===== src/rtl/ocm_arbiter.sv =====
// ocm_arbiter: round-robin arbiter giving N_CORES cores one 3-cycle access each to a shared
// synchronous-read on-chip memory. Atomic locking is compiled in only with `define OCM_ARB_LOCK_EN.
module ocm_arbiter #(
  parameter int N_CORES   = 4,
  parameter int ADDR_BITS = 12
) (
  input  logic                           clk,
  input  logic                           rst,
  input  logic [N_CORES-1:0]             i_req,
  input  logic [N_CORES-1:0]             i_wr,
  input  logic [N_CORES-1:0]             i_lock,
  input  logic [N_CORES*ADDR_BITS-1:0]   i_addr,
  input  logic [N_CORES*32-1:0]          i_wdata,
  input  logic [N_CORES*4-1:0]           i_be,
  output logic [N_CORES-1:0]             o_grant,
  output logic [31:0]                    o_rdata,
  output logic                           o_mem_en,
  output logic                           o_mem_we,
  output logic [ADDR_BITS-1:0]           o_mem_addr,
  output logic [31:0]                    o_mem_wdata,
  output logic [3:0]                     o_mem_be,
  input  logic [31:0]                    i_mem_rdata,
  output logic                           o_locked
);

  // state  | meaning
  // IDLE   | sample requests, pick winner, latch its access
  // ACCESS | memory port driven with the latched access
  // RESP   | grant pulse to winner, read data returned

  localparam int IDXW = $clog2(N_CORES);

  typedef enum logic [1:0] {IDLE = 2'd0, ACCESS = 2'd1, RESP = 2'd2} state_t;

  state_t                 state_q, state_d;
  logic [IDXW-1:0]        winner_q, winner_d;
  logic [IDXW-1:0]        last_q, last_d;
  logic                   wr_q, wr_d;
  logic                   mem_en_q, mem_en_d;
  logic                   mem_we_q, mem_we_d;
  logic [ADDR_BITS-1:0]   mem_addr_q, mem_addr_d;
  logic [31:0]            mem_wdata_q, mem_wdata_d;
  logic [3:0]             mem_be_q, mem_be_d;
  logic [N_CORES-1:0]     grant_q, grant_d;

  logic [N_CORES-1:0]     elig;
  logic                   found;
  logic [IDXW-1:0]        win_idx;
  logic [IDXW-1:0]        cand;

`ifdef OCM_ARB_LOCK_EN
  logic                   lock_q, lock_d;
  logic [IDXW-1:0]        owner_q, owner_d;

  assign elig     = lock_q ? (i_req & ({{(N_CORES-1){1'b0}}, 1'b1} << owner_q)) : i_req;
  assign o_locked = lock_q;
`else
  logic                   unused_lock;

  assign unused_lock = ^i_lock;
  assign elig        = i_req;
  assign o_locked    = 1'b0;
`endif

  // Rotating search: first eligible request at or after last_winner+1 wins.
  always_comb begin
    found   = 1'b0;
    win_idx = '0;
    cand    = '0;
    for (int k = 1; k <= N_CORES; k++) begin
      cand = IDXW'((int'(last_q) + k) % N_CORES);
      if (!found && elig[cand]) begin
        found   = 1'b1;
        win_idx = cand;
      end
    end
  end

  always_comb begin
    state_d     = state_q;
    winner_d    = winner_q;
    last_d      = last_q;
    wr_d        = wr_q;
    mem_en_d    = 1'b0;
    mem_we_d    = 1'b0;
    mem_addr_d  = '0;
    mem_wdata_d = '0;
    mem_be_d    = '0;
    grant_d     = '0;
`ifdef OCM_ARB_LOCK_EN
    lock_d      = lock_q;
    owner_d     = owner_q;
`endif
    case (state_q)
      IDLE: begin
        if (found) begin
          state_d     = ACCESS;
          winner_d    = win_idx;
          last_d      = win_idx;
          wr_d        = i_wr[win_idx];
          mem_en_d    = 1'b1;
          mem_we_d    = i_wr[win_idx];
          mem_addr_d  = i_addr[int'(win_idx)*ADDR_BITS +: ADDR_BITS];
          mem_wdata_d = i_wdata[int'(win_idx)*32 +: 32];
          mem_be_d    = i_be[int'(win_idx)*4 +: 4];
`ifdef OCM_ARB_LOCK_EN
          // Only the owner can win while locked, so its i_lock alone decides keep/release.
          lock_d      = i_lock[win_idx];
          owner_d     = win_idx;
`endif
        end
      end
      ACCESS: begin
        state_d           = RESP;
        grant_d[winner_q] = 1'b1;
      end
      RESP: begin
        state_d = IDLE;
      end
      default: begin
        state_d = IDLE;
      end
    endcase
  end

  always_ff @(posedge clk or posedge rst) begin
    if (rst) begin
      state_q     <= IDLE;
      winner_q    <= '0;
      last_q      <= IDXW'(N_CORES - 1);
      wr_q        <= 1'b0;
      mem_en_q    <= 1'b0;
      mem_we_q    <= 1'b0;
      mem_addr_q  <= '0;
      mem_wdata_q <= '0;
      mem_be_q    <= '0;
      grant_q     <= '0;
`ifdef OCM_ARB_LOCK_EN
      lock_q      <= 1'b0;
      owner_q     <= '0;
`endif
    end else begin
      state_q     <= state_d;
      winner_q    <= winner_d;
      last_q      <= last_d;
      wr_q        <= wr_d;
      mem_en_q    <= mem_en_d;
      mem_we_q    <= mem_we_d;
      mem_addr_q  <= mem_addr_d;
      mem_wdata_q <= mem_wdata_d;
      mem_be_q    <= mem_be_d;
      grant_q     <= grant_d;
`ifdef OCM_ARB_LOCK_EN
      lock_q      <= lock_d;
      owner_q     <= owner_d;
`endif
    end
  end

  assign o_grant     = grant_q;
  assign o_mem_en    = mem_en_q;
  assign o_mem_we    = mem_we_q;
  assign o_mem_addr  = mem_addr_q;
  assign o_mem_wdata = mem_wdata_q;
  assign o_mem_be    = mem_be_q;
  // Memory data arrives the cycle after o_mem_en, which is exactly the grant cycle.
  assign o_rdata     = (|grant_q && !wr_q) ? i_mem_rdata : 32'h0;

endmodule


===== config.mk =====
export PLATFORM = sky130hd
export DESIGN_NAME = ocm_arbiter
export DESIGN_NICKNAME = d
export VERILOG_FILES = /design/src/rtl/ocm_arbiter.sv
export SDC_FILE = /design/constraint.sdc
export NUM_CORES = 1
export LEC_CHECK = 0
export ABC_AREA = 1
export CAP_MARGIN = 5
export CORE_UTILIZATION = 25
export DETAILED_ROUTE_END_ITERATION = 10
export GPL_ROUTABILITY_DRIVEN = 0
export PLACE_DENSITY = 0.65
export SLEW_MARGIN = 20
export SYNTH_ARGS = -nofsm -noshare
export SYNTH_HDL_FRONTEND = slang
export SYNTH_SLANG_ARGS = --single-unit

===== constraint.sdc =====
create_clock -name clk -period 5.9 [get_ports clk]
set_input_delay 0.885 -clock clk [delete_from_list [all_inputs] [get_ports clk]]
set_output_delay 0.885 -clock clk [all_outputs]
set_load 0.01 [all_outputs]

==> results of run 1 <==
==> worst paths after layout <==
path                                             start                  endpoint  cells after the start
min in group asynchronous                          rst  o_mem_wdata[2]$_DFF_PP0_                      3
worst max-delay path                          i_req[2]   o_mem_addr[1]$_DFF_PP0_                     14
worst max register to register   last_q[0]$_DFFE_PP1P_   o_mem_addr[1]$_DFF_PP0_                     14
worst min-delay path            state_q[1]$_DFFE_PP0P_    state_q[1]$_DFFE_PP0P_                      1
worst min register to register  state_q[1]$_DFFE_PP0P_    state_q[1]$_DFFE_PP0P_                      1
max in group asynchronous                          rst   o_mem_addr[3]$_DFF_PP0_                      3
==> worst register-to-register path, cell delays in order (launching register included) <==
cell and delay [ns]:
dfstp_2 0.59, inv_2 0.12, nand2_1 0.07, nand2_1 0.07
nand2_1 0.10, nand2_1 0.08, inv_1 0.05, nand2_1 0.10
nor2_2 0.15, nand2_4 0.34, nand2_4 0.45, buf_4 0.66
nand2_1 0.18, nand3_1 0.12, a21oi_1 0.08
==> Yosys cell counts, types with 2 or more instances <==
master | count | share of area
a21oi_1 | 48 | 0.053
buf_1 | 4 | 0.0033
buf_2 | 12 | 0.013
buf_4 | 6 | 0.0098
clkbuf_1 | 26 | 0.021
dfrtp_1 | 59 | 0.32
dfstp_2 | 2 | 0.011
inv_1 | 144 | 0.12
nand2_1 | 142 | 0.12
nand2_4 | 2 | 0.0049
nand3_1 | 104 | 0.11
nand3b_1 | 96 | 0.16
nor2_1 | 35 | 0.029
nor2_2 | 2 | 0.0027
nor3_1 | 4 | 0.0044
o21ai_0 | 5 | 0.0055
==> power groups by stage <==
stage / sequential, µW / combinational (µW) / clock, µW
6_report: 648 / 3250 / 527
5_1_grt: 665 / 3620 / 560
4_1_cts: 650 / 3300 / 545
3_5_place_dp: 656 / 3290 / 0
3_3_place_gp: 649 / 3280 / 0
2_1_floorplan: 711 / 2110 / 0
==> layout make-up <==
class,count,area [µm²],share of cell area
Clock inverter,3,17.52,0.002133
Clock buffer,13,280.3,0.03413
Timing Repair Buffer,327,3253,0.3961
Inverter,145,544.3,0.06627
Multi-Input combinational cell,444,2302,0.2803
Sequential cell,61,1529,0.1862
Tap cell,229,286.5,0.03489
==> routing by layer <==
| layer | GRT usage | share of wire |
|---|---|---|
| met3 | 0.04562 | 0.078 |
| met5 | 0 | 0 |
| met1 | 0.2005 | 0.39 |
| met2 | 0.3426 | 0.50 |
| met4 | 0.07570 | 0.023 |
==> metrics by stage <==
step,power [µW],area [µm²]
floorplan,2825,4574
global placement,3924,7915
detailed placement,3944,7915
CTS,4498,8213
global route,4843,8213
finish,4428,8213
==> registers in the layout, indices dropped and copies added, names as in the netlist, 2 cells and up <==
register     flops
o_mem_addr      12
o_mem_be         4
winner_q         2
state_q          2
last_q           2
o_grant          4
o_mem_wdata     32
==> cells by family (layout without fill, tap and decap cells) <==
logic type      after synthesis  in the layout  share of synthesized area
simple gates                387            387                     0.4322
compound gates               56             56                    0.06373
flops                        61             61                     0.3342
buf+inv                     194            488                     0.1690
other cells                   1              1                  0.0008198
==> cell usage in the layout (no fill, tap or decap), drive strengths merged <==
cell type	count
nor2	37
nand3	105
clkdlybuf4s50	319
dfrtp	59
o41ai	1
a21oi	49
o21ai	6
inv	145
buf	8
clkinv	2
nand3b	96
dfstp	2
conb	1
nand2	145
clkinvlp	1
clkbuf	13
nor3	4
==> results.txt, run 1 <==
Setup TNS -> 0 ns
Tot GR Track Use -> 0.1855
Peak per-stage delay on the critical path -> 0.65 ns
CTS root buffer -> clkbuf_16
Num ports -> 325
Core Util, Final -> 0.4572
Yosys warns -> 0
Final min period -> 3.580 ns
Antenna Cells -> 0
Clock Tree Buf Depth -> 2
Clk slew on worst S/H paths -> 0.05 ns
First-pass GRT wire length -> 26540 µm
Site row count -> 49
Worst-Skew Late Latency -> 0.33 ns
Net Sw Frac -> 0.5167
Hold_buf cts -> 0
Max frequency -> 0.2793 GHz
ANT nets after route -> 0
Ratio of cells with drive above 1 in the final layout -> 0.03827
Inst Count DP -> 1206
Clk pwr share -> 0.119
Post-synthesis net count -> 937
Startpoint types -> input pin
Pleak -> 0.003912 µW
Port buffer count -> 319
CP Max Fanout -> 69
Slowest-stage cell, CP -> buf_4
Final setup fails -> 0
Final Net Count -> 1226
1st-pass router iterations -> 5
WL per Instance -> 14.79 µm
Top delay family on crit path -> simple AND/OR/NAND/NOR gates
Peak supply drop -> 0.3143 mV
Fin Clk Skew -> 0.003090 ns
TritonCTS buffer count -> 9
Most Frequent Cell on Critical Path -> nand2_1
Hold Slack -> 0.4405 ns
Depth of the CTS H-tree -> 3
Mapped Area -> 4574 µm²
Height of the chip -> 137.3 µm
Starting density of the core -> 0.2546
Power Dens Cells -> 539.2 nW/µm²
Ys async rst share -> 1.000
R2r setup slk -> 2.59 ns
Routed WL -> 18080 µm
Largest net degree at the start of global routing -> 70
Die Width -> 137.3 µm
GRT overflow -> 0
Core area -> 17960 µm²
Register area share after synthesis -> 0.3342
Max Cap Violations -> 0
Antenna violations before repair -> 0
Mean Syn Cell Area -> 6.544 µm²
Setup Buffers After CTS -> 0
Cell count after synthesis -> 699
# DRC -> 0
Fraction of power consumed by sequential logic -> 0.146
Die area -> 18840 µm²
Fin crit share -> 0.6068
Final hold vios -> 0
RSZ-0062 raised after global routing -> no
CTS resizes -> 0
DR vias -> 5566
Initial DRC count -> 296
Status -> finished clean
TritonCTS clock tree -> done
Internal -> 2140 µW
Max-slew violation count -> 0
Class of the worst hold path -> reg2reg
Avg Vias per Cell -> 4.555
Psw -> 2288 µW
Hpwl dp -> 12790 µm
Synth cell types -> 24
Max-slew headroom -> 0.3172
Crit path DAT -> 3.76 ns
Number of global-route vias before repair -> 5156
Pre-CTS WS -> 1.972 ns
Fillers -> 1828
CP endpoint kind -> register
Combinational share of power -> 0.735
CP bufs+invs -> 2
Critical Path RT -> 6.08 ns
Post-synth top flop -> dfrtp_1
Crit path kind -> in2reg
Measured slew at the worst slew-check pin -> 1.013 ns
Setup slack after layout -> 2.320 ns
Area grow syn2layout -> 79.54%
Worst-path cell chain -> clkdlybuf4s50_1 -> nand2_1 -> nand2_1 -> nand2_1 -> nand2_1 -> nand2_1 -> nand2_1 -> nor2_2 -> nand2_4 -> nand2_4 -> buf_4 -> nand2_1 -> nand3_1 -> a21oi_1
Clk sinks -> 61
Post-Layout Cell Count -> 1222
Post-synth EDFFs -> 0
Seq cells post-synth -> 61
(Power assumes the default switching activity.)
==> run 2: changes to the inputs <==
==> constraint.sdc (replaced) <==
create_clock -name clk -period 3.75 [get_ports clk]
set_input_delay 0.5625 -clock clk [delete_from_list [all_inputs] [get_ports clk]]
set_output_delay 0.5625 -clock clk [all_outputs]
set_load 0.01 [all_outputs]
==> results.txt, run 2 (synthesis gave the netlist of run 1 again) <==
Startpoint types -> register
Port buffer count -> 319
Max frequency -> 0.3935 GHz
Clk pwr share -> 0.106
CTS resizes -> 0
Fin crit share -> 0.6776
1st-pass router iterations -> 5
Class of the worst hold path -> reg2reg
Setup TNS -> 0 ns
Hold_buf cts -> 0
Num ports -> 325
Pre-CTS WS -> 0.9344 ns
CP Max Fanout -> 21
Depth of the CTS H-tree -> 3
Fin Clk Skew -> 0.007231 ns
Height of the chip -> 137.3 µm
Internal -> 3455 µW
Hold Path Origin -> state_q[1]$_DFFE_PP0P_
WL per Instance -> 14.76 µm
Initial DRC count -> 260
Peak supply drop -> 0.7375 mV
DR vias -> 5483
Die Width -> 137.3 µm
CP Capture Point -> o_rdata[30]
Worst reg2reg path depth -> 13
Core area -> 17960 µm²
Routed WL -> 18130 µm
Power Dens Cells -> 856.2 nW/µm²
Measured slew at the worst slew-check pin -> 0.6878 ns
GRT overflow -> 0
Fraction of power consumed by sequential logic -> 0.144
Final min period -> 2.541 ns
# DRC -> 0
Clk slew on worst S/H paths -> 0.05 ns
Leading cell types in the layout, fill and taps excluded -> 319 x clkdlybuf4s50_1, 143 x inv_1, 141 x nand2_1
Crit path launch -> o_grant[1]$_DFF_PP0_
Antenna Cells -> 0
R2R Path End -> wr_q$_DFFE_PP0P_
RSZ-0062 raised after global routing -> no
Setup slack after layout -> 1.209 ns
Number of global-route vias before repair -> 5086
TritonCTS buffer count -> 9
R2r setup slk -> 1.29 ns
Avg Vias per Cell -> 4.465
TritonCTS clock tree -> done
Clock Tree Buf Depth -> 2
Max-slew violation count -> 0
Fillers -> 1869
Critical Path RT -> 3.19 ns
Tot GR Track Use -> 0.1855
Crit path DAT -> 1.98 ns
Origin of the critical flop-to-flop path -> last_q[0]$_DFFE_PP1P_
Net Sw Frac -> 0.5120
Max-slew headroom -> 0.5408
Crit path kind -> reg2out
First-pass GRT wire length -> 26470 µm
Site row count -> 49
CP endpoint kind -> output pin
Final setup fails -> 0
Pleak -> 0.003941 µW
Max reg flops -> 32
Final hold vios -> 0
ANT nets after route -> 0
Antenna violations before repair -> 0
Die area -> 18840 µm²
CTS root buffer -> clkbuf_16
Area grow syn2layout -> 80.80%
Psw -> 3626 µW
Status -> finished clean
Final Net Count -> 1232
Most common cell after layout, fill and taps aside -> clkdlybuf4s50_1
Ratio of cells with drive above 1 in the final layout -> 0.04204
Worst-Skew Late Latency -> 0.34 ns
Hpwl dp -> 13050 µm
Largest net degree at the start of global routing -> 99
Starting density of the core -> 0.2546
Max Cap Violations -> 0
Combinational share of power -> 0.750
Clk sinks -> 61
Setup Buffers After CTS -> 0
==> run 2: cell count changes in the layout (fill, tap and decap cells not counted), sizes merged <==
cell    previous run  this run
clkinv             2         4
clkbuf            13        11
buf                8        14
==> run 2: through the flow <==
step	utilization	std cells	hold slack, ns	instance area (µm²)	total power [µW]
final	0.4604	1228	0.4347	8270	7082
after global routing	0.4604	1228	0.4703	8270	7766
after CTS	0.4604	1228	0.4391	8270	7185
after detailed placement	0.4459	1212	0.4319	8010	6385
after global placement	0.4459	1212	0.4292	8010	6359
after floorplan	-	699	0.4126	4574	4445
==> run 2: area by class of cell <==
type,count,area (µm²),share of cell area
clock buffer,11,232.7,0.02814
clock inverter,5,27.53,0.003328
inverter,145,544.3,0.06581
multi-input combinational,444,2302,0.2784
sequential,61,1529,0.1849
tap,229,286.5,0.03464
timing repair buffer,333,3348,0.4048
==> run 2: how the worst min path moves through the flow <==
| stage | to | slack (ns) | depth (start not counted) |
|---|---|---|---|
| 4_1_cts | state_q[1]$_DFFE_PP0P_ | 0.44 | 1 |
| 5_1_grt | state_q[1]$_DFFE_PP0P_ | 0.47 | 1 |
| 6_report | state_q[1]$_DFFE_PP0P_ | 0.43 | 1 |
| 2_1_floorplan | state_q[1]$_DFFE_PP0P_ | 0.41 | 1 |
| 3_5_place_dp | state_q[1]$_DFFE_PP0P_ | 0.43 | 1 |
| 3_3_place_gp | state_q[1]$_DFFE_PP0P_ | 0.43 | 1 |
==> run 2: power groups by stage <==
stage               combinational, µW  clock, µW  sequential, µW
floorplan                        3330          0            1120
global placement                 5340          0            1020
detailed placement               5350          0            1030
CTS                              5380        785            1020
global route                     5920        806            1040
finish                           5310        751            1020
==> run 2: critical path, cell delays in order, from the launching register on <==
cell	delay, ns
dfrtp_1	0.38
o41ai_2	0.40
buf_4	0.31
nor2_1	0.06
clkdlybuf4s50_1	0.49
==> run 2: layer usage <==
layer	track usage	wire, µm	share of wire	up-vias
li1	-	-	-	2765
met1	0.2050	7075	0.39	2455
met2	0.3274	9001	0.50	231
met3	0.05408	1532	0.084	32
met4	0.08303	522	0.029	0
met5	0	0	0	-
==> run 3: changes to the inputs <==
--- a/config.mk
+++ b/config.mk
@@ -10,7 +10,7 @@
 export CORE_UTILIZATION = 25
 export DETAILED_ROUTE_END_ITERATION = 10
 export GPL_ROUTABILITY_DRIVEN = 0
-export PLACE_DENSITY = 0.65
+export PLACE_DENSITY = 0.67
 export SLEW_MARGIN = 20
 export SYNTH_ARGS = -nofsm -noshare
 export SYNTH_HDL_FRONTEND = slang
==> constraint.sdc (replaced) <==
create_clock -name clk -period 2.23 [get_ports clk]
set_input_delay 0.3345 -clock clk [delete_from_list [all_inputs] [get_ports clk]]
set_output_delay 0.3345 -clock clk [all_outputs]
set_load 0.01 [all_outputs]
==> results.txt, run 3 (synthesis gave the netlist of run 1 again) <==
Depth of the CTS H-tree -> 3
Post-Layout Cell Count -> 1249
Setup TNS -> 0 ns
Psw -> 6686 µW
Leading cell types in the layout, fill and taps excluded -> 287 x clkdlybuf4s50_1, 141 x inv_1, 122 x nand2_1
Hold_buf cts -> 0
Max Cap Violations -> 0
Ratio of cells with drive above 1 in the final layout -> 0.08529
Placed instance area -> 8228 µm²
Max frequency -> 0.4559 GHz
Fin crit share -> 0.9836
Register area -> 1529 µm²
Max-slew violation count -> 0
Fraction of power consumed by sequential logic -> 0.123
Peak supply drop -> 1.098 mV
Worst reg2reg path depth -> 14
Core area -> 17960 µm²
Die area -> 18840 µm²
Final min period -> 2.194 ns
Initial DRC count -> 294
Num ports -> 325
Combinational share of power -> 0.775
WL per Instance -> 15.03 µm
Clock Tree Buf Depth -> 2
# DRC -> 0
Clk sinks -> 61
Worst-Skew Late Latency -> 0.34 ns
Area occupied by multi-input gates -> 2409 µm²
Critical Path RT -> 2.49 ns
CP endpoint kind -> register
Port buffer count -> 319
Fin Clk Skew -> 0.007037 ns
First-pass GRT wire length -> 26190 µm
Crit path kind -> reg2reg
Largest net degree at the start of global routing -> 62
Status -> finished clean
Clk slew on worst S/H paths -> 0.06 ns
Die Width -> 137.3 µm
Routed WL -> 18770 µm
ANT nets after route -> 0
Height of the chip -> 137.3 µm
Clk pwr share -> 0.102
Hold Slack -> 0.3987 ns
Fillers -> 1803
Site row count -> 49
Startpoint types -> register
Starting density of the core -> 0.2546
Internal -> 7220 µW
Final setup fails -> 0
CTS root buffer -> clkbuf_16
1st-pass router iterations -> 4
Area grow syn2layout -> 91.96%
Tot GR Track Use -> 0.1819
Pleak -> 0.004306 µW
Power Dens Cells -> 1584 nW/µm²
Number of global-route vias before repair -> 5168
CP Max Fanout -> 30
Antenna Cells -> 0
Class of the worst hold path -> in2async
Crit path DAT -> 2.45 ns
Final hold vios -> 0
Max reg flops -> 32
Finished Cell Area -> 8781 µm²
TritonCTS clock tree -> done
TritonCTS buffer count -> 9
Final Net Count -> 1253
GRT overflow -> 0
DR vias -> 5670
Net Sw Frac -> 0.4808
Hpwl dp -> 13250 µm
Antenna violations before repair -> 0
Inst Count DP -> 1221
Most common cell after layout, fill and taps aside -> clkdlybuf4s50_1
Avg Vias per Cell -> 4.540
[run 3: worst paths after layout]
kind	start	endpoint	slack [ns]
min reg2reg	state_q[1]$_DFFE_PP0P_	state_q[1]$_DFFE_PP0P_	0.44
min in group clk	state_q[1]$_DFFE_PP0P_	state_q[1]$_DFFE_PP0P_	0.44
max	last_q[0]$_DFFE_PP1P_	o_mem_wdata[16]$_DFF_PP0_	0.04
max in group asynchronous	rst	last_q[0]$_DFFE_PP1P_	1.48
max reg2reg	last_q[0]$_DFFE_PP1P_	o_mem_wdata[16]$_DFF_PP0_	0.04
min	rst	o_mem_wdata[4]$_DFF_PP0_	0.40
[run 3: repair_timing]
item                       in CTS  in global routing
setup endpoints to repair      23                 49
gates cloned                    0                  4
setup buffers                   0                  8
gates resized for setup        33                 36
pin swaps                       0                 15
[run 3: through the flow]
| step | util | worst slack, ns | power (µW) |
|---|---|---|---|
| 6_report | 0.4888 | 0.03648 | 13910 |
| 5_1_grt | 0.4888 | -0.05757 | 14970 |
| 4_1_cts | 0.4724 | 0.04218 | 12980 |
| 3_5_place_dp | 0.4580 | -0.03291 | 11620 |
| 3_3_place_gp | 0.4580 | -0.002605 | 11510 |
| 2_1_floorplan | - | 0.2795 | 7475 |
[run 3: final cells by class]
cell class,instances,area share
Clock inverter,4,0.005415
Sequential cell,61,0.1741
Tap cell,229,0.03263
Clock buffer,12,0.02807
Inverter,145,0.06255
Multi-Input combinational cell,444,0.2743
Timing Repair Buffer,354,0.4229
[run 3: power by group through the flow]
stage	registers, µW	logic [µW]	clock network, µW
3_3_place_gp	1710	9790	0
6_report	1710	10800	1420
5_1_grt	1750	11700	1510
3_5_place_dp	1720	9900	0
2_1_floorplan	1880	5590	0
4_1_cts	1710	9800	1470
[run 3: worst max-delay path, stage by stage (launching register included)]
cell and delay, ns:
dfstp_2 0.57, clkinv_4 0.11, nand2_2 0.09, nand2_2 0.07, nand2_1 0.09, nand2_2 0.07
nand2_2 0.09, nand2_4 0.07, nor2_4 0.16, nand2_8 0.11, buf_12 0.14, clkbuf_16 0.19
nand3b_1 0.10, nand3_1 0.07, a21oi_1 0.16
[run 3: per-layer routing]
metal | track usage | vias to the layer above | wire [µm]
met3 | 0.04930 | 33 | 1660
met5 | 0 | - | 0
met2 | 0.3230 | 238 | 9326
li1 | - | 2812 | -
met4 | 0.07387 | 0 | 499
met1 | 0.2047 | 2587 | 7287
